### src/rtl/prog_loader_pkg.sv
`default_nettype none
// =============================================================================
// prog_loader_pkg : state encoding and width constants shared by prog_loader
// Revision 1.0
// =============================================================================
package prog_loader_pkg;

   localparam int BYTE_W = 8;
   localparam int LEN_W  = 9;

   // Index of the 256th byte; accepting it ends a load regardless of in_last.
   localparam logic [LEN_W-1:0] LAST_IDX = 9'd255;

   typedef enum logic [2:0] {
      IDLE   = 3'd0,
      LOAD   = 3'd1,
      VERIFY = 3'd2,
      RUN    = 3'd3,
      ERROR  = 3'd4
   } state_t;

endpackage
`default_nettype wire

### src/rtl/prog_bus_mux.sv
`default_nettype none
// =============================================================================
// prog_bus_mux : RAM-port mux, core when sel_core else loader; cpu_din always RAM
// Revision 1.0
// =============================================================================
module prog_bus_mux
   import prog_loader_pkg::*;
(
   input  logic              sel_core,
   input  logic              ld_write,
   input  logic              ld_read,
   input  logic [BYTE_W-1:0] ld_address,
   input  logic [BYTE_W-1:0] ld_dout,
   input  logic              cpu_write,
   input  logic              cpu_read,
   input  logic [BYTE_W-1:0] cpu_address,
   input  logic [BYTE_W-1:0] cpu_dout,
   output logic [BYTE_W-1:0] cpu_din,
   output logic              mem_write,
   output logic              mem_read,
   output logic [BYTE_W-1:0] mem_address,
   output logic [BYTE_W-1:0] mem_dout,
   input  logic [BYTE_W-1:0] mem_din
);

   always_comb begin
      mem_write   = ld_write;
      mem_read    = ld_read;
      mem_address = ld_address;
      mem_dout    = ld_dout;
      if (sel_core) begin
         mem_write   = cpu_write;
         mem_read    = cpu_read;
         mem_address = cpu_address;
         mem_dout    = cpu_dout;
      end
   end

   assign cpu_din = mem_din;

endmodule
`default_nettype wire

### src/rtl/prog_loader.sv
`default_nettype none
// =============================================================================
// prog_loader : boot/run controller, streams a program into RAM then runs the core
// Revision 1.0 -- build macro PROG_LOADER_VERIFY_EN adds readback verify + ERROR
// =============================================================================
module prog_loader
   import prog_loader_pkg::*;
#(
   parameter logic [BYTE_W-1:0] LOAD_BASE = 8'h00
) (
   input  logic              clk,
   input  logic              rst,
   input  logic              load_req,
   input  logic              stop,
   input  logic              in_valid,
   input  logic [BYTE_W-1:0] in_data,
   input  logic              in_last,
   output logic              in_ready,
   output logic              cpu_rst,
   input  logic              cpu_write,
   input  logic              cpu_read,
   input  logic [BYTE_W-1:0] cpu_address,
   input  logic [BYTE_W-1:0] cpu_dout,
   output logic [BYTE_W-1:0] cpu_din,
   output logic              mem_write,
   output logic              mem_read,
   output logic [BYTE_W-1:0] mem_address,
   output logic [BYTE_W-1:0] mem_dout,
   input  logic [BYTE_W-1:0] mem_din,
   output logic              running,
   output logic [LEN_W-1:0]  load_len,
   output logic [BYTE_W-1:0] load_sum,
   output logic              err
);

   state_t            state_q, state_d;
   logic [LEN_W-1:0]  count_q, count_d;
   logic [BYTE_W-1:0] sum_q, sum_d;
   logic              ld_write, ld_read;
   logic [BYTE_W-1:0] ld_address, ld_dout;
`ifdef PROG_LOADER_VERIFY_EN
   logic [LEN_W-1:0]  vcnt_q, vcnt_d;
   logic [BYTE_W-1:0] vsum_q, vsum_d;
`endif

   always_comb begin
      state_d    = state_q;
      count_d    = count_q;
      sum_d      = sum_q;
      in_ready   = 1'b0;
      ld_write   = 1'b0;
      ld_read    = 1'b0;
      ld_address = '0;
      ld_dout    = '0;
`ifdef PROG_LOADER_VERIFY_EN
      vcnt_d     = vcnt_q;
      vsum_d     = vsum_q;
`endif
      // stop outranks everything, including a byte offered in the same cycle
      if (stop) begin
         state_d = IDLE;
      end else begin
         case (state_q)
            IDLE, ERROR: begin
               if (load_req) begin
                  state_d = LOAD;
                  count_d = '0;
                  sum_d   = '0;
               end
            end
            LOAD: begin
               in_ready = 1'b1;
               if (in_valid) begin
                  // strobe in the accept cycle; the RAM captures it on this edge
                  ld_write   = 1'b1;
                  ld_address = LOAD_BASE + count_q[BYTE_W-1:0];
                  ld_dout    = in_data;
                  count_d    = count_q + 9'd1;
                  sum_d      = sum_q ^ in_data;
                  if (in_last || count_q == LAST_IDX) begin
`ifdef PROG_LOADER_VERIFY_EN
                     state_d = VERIFY;
                     vcnt_d  = '0;
                     vsum_d  = '0;
`else
                     state_d = RUN;
`endif
                  end
               end
            end
`ifdef PROG_LOADER_VERIFY_EN
            VERIFY: begin
               // read data lags its address by one cycle, so fold in mem_din late
               vcnt_d = vcnt_q + 9'd1;
               if (vcnt_q != '0) begin
                  vsum_d = vsum_q ^ mem_din;
               end
               if (vcnt_q < count_q) begin
                  ld_read    = 1'b1;
                  ld_address = LOAD_BASE + vcnt_q[BYTE_W-1:0];
               end else if ((vsum_q ^ mem_din) == sum_q) begin
                  state_d = RUN;
               end else begin
                  state_d = ERROR;
               end
            end
`endif
            RUN: begin
               state_d = RUN;
            end
            default: begin
               state_d = IDLE;
            end
         endcase
      end
   end

   always_ff @(posedge clk) begin
      if (rst) begin
         state_q <= IDLE;
         count_q <= '0;
         sum_q   <= '0;
      end else begin
         state_q <= state_d;
         count_q <= count_d;
         sum_q   <= sum_d;
      end
   end

`ifdef PROG_LOADER_VERIFY_EN
   always_ff @(posedge clk) begin
      if (rst) begin
         vcnt_q <= '0;
         vsum_q <= '0;
      end else begin
         vcnt_q <= vcnt_d;
         vsum_q <= vsum_d;
      end
   end

   // ERROR is only left by a new load or stop, which is exactly err's lifetime
   assign err = (state_q == ERROR);
`else
   assign err = 1'b0;
`endif

   assign running  = (state_q == RUN);
   assign cpu_rst  = ~running;
   assign load_len = count_q;
   assign load_sum = sum_q;

   prog_bus_mux u_bus_mux (
      .sel_core    (running),
      .ld_write    (ld_write),
      .ld_read     (ld_read),
      .ld_address  (ld_address),
      .ld_dout     (ld_dout),
      .cpu_write   (cpu_write),
      .cpu_read    (cpu_read),
      .cpu_address (cpu_address),
      .cpu_dout    (cpu_dout),
      .cpu_din     (cpu_din),
      .mem_write   (mem_write),
      .mem_read    (mem_read),
      .mem_address (mem_address),
      .mem_dout    (mem_dout),
      .mem_din     (mem_din)
   );

endmodule
`default_nettype wire
### config.mk
export PLATFORM = sky130hd
export DESIGN_NAME = prog_loader
export DESIGN_NICKNAME = d
export VERILOG_FILES = /design/src/rtl/prog_loader_pkg.sv /design/src/rtl/prog_bus_mux.sv /design/src/rtl/prog_loader.sv
export SDC_FILE = /design/constraint.sdc
export NUM_CORES = 1
export LEC_CHECK = 0
export BUFFER_PORTS_ARGS = -buffer_cell sky130_fd_sc_hd__buf_2
export CAP_MARGIN = 20
export CORE_ASPECT_RATIO = 1.75
export CORE_UTILIZATION = 44
export CTS_CLUSTER_DIAMETER = 30
export DETAILED_ROUTE_END_ITERATION = 10
export HOLD_SLACK_MARGIN = 0.05
export PLACE_DENSITY = 0.85
export SYNTH_ARGS = -nofsm -noshare
export SYNTH_HDL_FRONTEND = slang
export SYNTH_SLANG_ARGS = --single-unit
### constraint.sdc
create_clock -name clk -period 3.3 [get_ports clk]
set_input_delay 0.495 -clock clk [delete_from_list [all_inputs] [get_ports clk]]
set_output_delay 0.495 -clock clk [all_outputs]
set_load 0.05 [all_outputs]
==> results.sh <==
export IMPL_outcome="complete, no violations"
export IMPL_ant_nets=0
export IMPL_drive_above_1_share=0.3922
export IMPL_drt_iter0_markers=48
export IMPL_clock_latency_ps=250
export IMPL_slowest_delay_ps=480
export IMPL_fill_cells=268
export IMPL_cts_root_buffer="clkbuf_8"
export IMPL_finalSetupViolations=0
export IMPL_hold_viol=0
export IMPL_worstMarginPinSlew_ps=802.3
export IMPL_regToRegStartpoint="load_len[0]$_SDFFE_PP0P_"
export IMPL_yosys_warnings=0
export IMPL_grt_pass1_vias=1227
export IMPL_clk_pin_slew_ps=70
export IMPL_r2r_end="load_len[8]$_SDFFE_PP0P_"
export IMPL_setup_tns_final_ps=0
export IMPL_r2r_slack_ps=1090
export IMPL_die_h_um=72.69
export IMPL_diodes=0
export IMPL_core_area_sq_um=2690
export IMPL_worstPathCellList="nand2b_1, nor3b_2, buf_4, a22o_1, buf_2"
export IMPL_cp_slowest_cell="dfxtp_1"
export IMPL_syn_inst=149
export IMPL_endpoint="mem_address[4]"
export IMPL_drt_pass1_iter_count=4
export IMPL_maxSlewHeadroom=0.4651
export IMPL_cp_start_kind="flip-flop"
export IMPL_viasPerCell=5.926
export IMPL_htreeDepth=1
export IMPL_groute_usage_overall=0.2021
export IMPL_avgSynthCellArea_sq_um=8.431
export IMPL_drv_cap=0
export IMPL_wirelength_um=3149
export IMPL_fin_skew_ps=1.970
export IMPL_min_period_ps=2273
export IMPL_cp_startpoint="state_q[0]$_SDFFE_PP0P_"
export IMPL_netlist_area_sq_um=1256
export IMPL_rsz0062_at_grt="false"
export IMPL_cp_required_ps=2800
export IMPL_antenna_found_initial=0
export IMPL_dp_hpwl_um=2302
export IMPL_synth_seq_cells=19
export IMPL_endpoint_kind="primary output"
export IMPL_slew_viol_final=0
export IMPL_yosysSeqAreaShare=0.3028
export IMPL_cp_max_fo=18
export IMPL_globalplace_congestion=0.7819
export IMPL_start_util=0.4670
export IMPL_placed_area_sq_um=1519
export IMPL_grt_pass1_wl_um=4988
export IMPL_drc_errors=0
export IMPL_crit_type="reg -> out"
export IMPL_port_buffers=69
export IMPL_pin_count=87
export IMPL_area_delta_synth_final_pct=24.50
export IMPL_period_share=0.6887
export IMPL_cts_setup_buffers=0
export IMPL_fin_nets=247
export IMPL_dieArea_sq_um=3081
export IMPL_powerDensity_nw_per_um2=315.1
export IMPL_tritoncts="done"
export IMPL_grt_max_degree=29
export IMPL_peakVddDrop_mv=0.1969
export IMPL_clock_sinks=19
export IMPL_routedWlPerCell_um=13.63
export IMPL_synth_cell_types=35
export IMPL_arrival_ps=1780
export IMPL_globalRoute_totalOverflow=0
export IMPL_r2r_cells=7
export IMPL_vias=1369
export IMPL_p_leak_uw=0.0007536
export IMPL_final_cell_mix="buf_2, dfxtp_1, a22o_1"
export IMPL_final_common_cell="buf_2"
export IMPL_design_area_sq_um=1564
export IMPL_fp_dieW_um=42.39
export IMPL_cts_made_buffers=3
export IMPL_num_rows=25
export IMPL_post_cts_resized=0
export IMPL_synth_nets=191
export IMPL_cts_max_path_buffers=2
export IMPL_postCtsHoldBufs=0
export IMPL_hp_class="reg -> reg"
export IMPL_max_freq_mhz=440.0
-- critical path, delay by kind of cell, from the launching register on --
kind | cells | cell delay, ps
buffers and inverters | 2 | 500
and+or+nand+nor | 2 | 380
DFF | 1 | 480
AOI/OAI and AO/OA | 1 | 170
-- Yosys cell counts, drive strengths merged --
cell | instances | share of area
conb | 1 | 0.0030
nor4b | 1 | 0.0070
a22o | 16 | 0.11
a21oi | 14 | 0.056
nand2 | 3 | 0.0090
a31oi | 1 | 0.0050
nor3 | 1 | 0.0040
mux2 | 1 | 0.0090
clkbuf | 4 | 0.012
and3 | 2 | 0.010
nor3b | 1 | 0.010
a311oi | 1 | 0.0070
mux2i | 4 | 0.032
a2111oi | 1 | 0.0070
clkinv | 1 | 0.0030
buf | 16 | 0.096
nor2 | 3 | 0.0090
nand3 | 3 | 0.012
inv | 13 | 0.039
nand2b | 2 | 0.010
or4b | 1 | 0.0080
or3b | 3 | 0.021
or4 | 12 | 0.072
nand4 | 1 | 0.0050
nand3b | 3 | 0.018
or2 | 1 | 0.0050
dfxtp | 19 | 0.30
ha | 2 | 0.020
o21ai | 4 | 0.016
o31ai | 10 | 0.060
nor4 | 2 | 0.010
nand4b | 1 | 0.0070
a21o | 1 | 0.0060
-- per-layer routing --
metal / up-vias / GRT usage / share of wire
li1: 660 / - / -
met1: 641 / 0.1979 / 0.39
met2: 64 / 0.3966 / 0.53
met3: 4 / 0.04208 / 0.072
met4: 0 / 0.07986 / 0.015
met5: - / 0 / 0
-- state kept, by name, indices dropped and copies added, names as in the netlist --
name      flops
load_len      9
load_sum      8
state_q       2
-- kinds of logic after synthesis --
group | synth area share
muxes | 0.04084
other | 0.002985
adders and majority gates | 0.01992
buffers and inverters | 0.1494
and+or+nand+nor | 0.2161
AOI/OAI and AO/OA | 0.2679
DFF | 0.3028
-- power breakdown --
group | total, uW | switching, uW | leakage (uW) | internal, uW
clock | 158 | 72.6 | 0.0000228 | 85.6
combinational | 95.4 | 62.4 | 0.000577 | 33.0
sequential | 239 | 4.59 | 0.000154 | 235
total | 493 | 140 | 0.000754 | 353
-- stage by stage --
stage	power, uW	utilization	worst slack, ps	std cells	hold WS (ps)
after floorplan	336.5	-	580.1	149	509.4
after global placement	338.1	0.5647	1197	227	459.4
after detailed placement	340.0	0.5647	1158	227	470.2
after CTS	497.4	0.5814	1024	231	478.2
after global routing	516.5	0.5814	912.0	231	503.7
final	492.8	0.5814	1027	231	475.4
-- worst min-delay path by stage --
stage	start	end	slack, ps	cells past startpoint
4_1_cts	load_sum[1]$_SDFFE_PP0P_	load_sum[1]$_SDFFE_PP0P_	480	2
5_1_grt	load_sum[7]$_SDFFE_PP0P_	load_sum[7]$_SDFFE_PP0P_	500	2
2_1_floorplan	state_q[1]$_SDFFE_PP0P_	state_q[1]$_SDFFE_PP0P_	510	2
3_5_place_dp	load_sum[6]$_SDFFE_PP0P_	load_sum[6]$_SDFFE_PP0P_	470	2
3_3_place_gp	load_sum[3]$_SDFFE_PP0P_	load_sum[3]$_SDFFE_PP0P_	460	2
6_report	load_sum[1]$_SDFFE_PP0P_	load_sum[1]$_SDFFE_PP0P_	480	2
-- final cells by class --
| cell class | instances | area (sq um) | share of cell area |
|---|---|---|---|
| well taps | 27 | 33.78 | 0.02160 |
| inverters | 14 | 52.55 | 0.03360 |
| clock buffers | 4 | 45.04 | 0.02880 |
| repair buffers | 71 | 360.3 | 0.2304 |
| flip-flops and latches | 19 | 380.4 | 0.2432 |
| multi-input cells | 96 | 691.9 | 0.4424 |
Note: power is estimated with default switching activity, not from simulation.
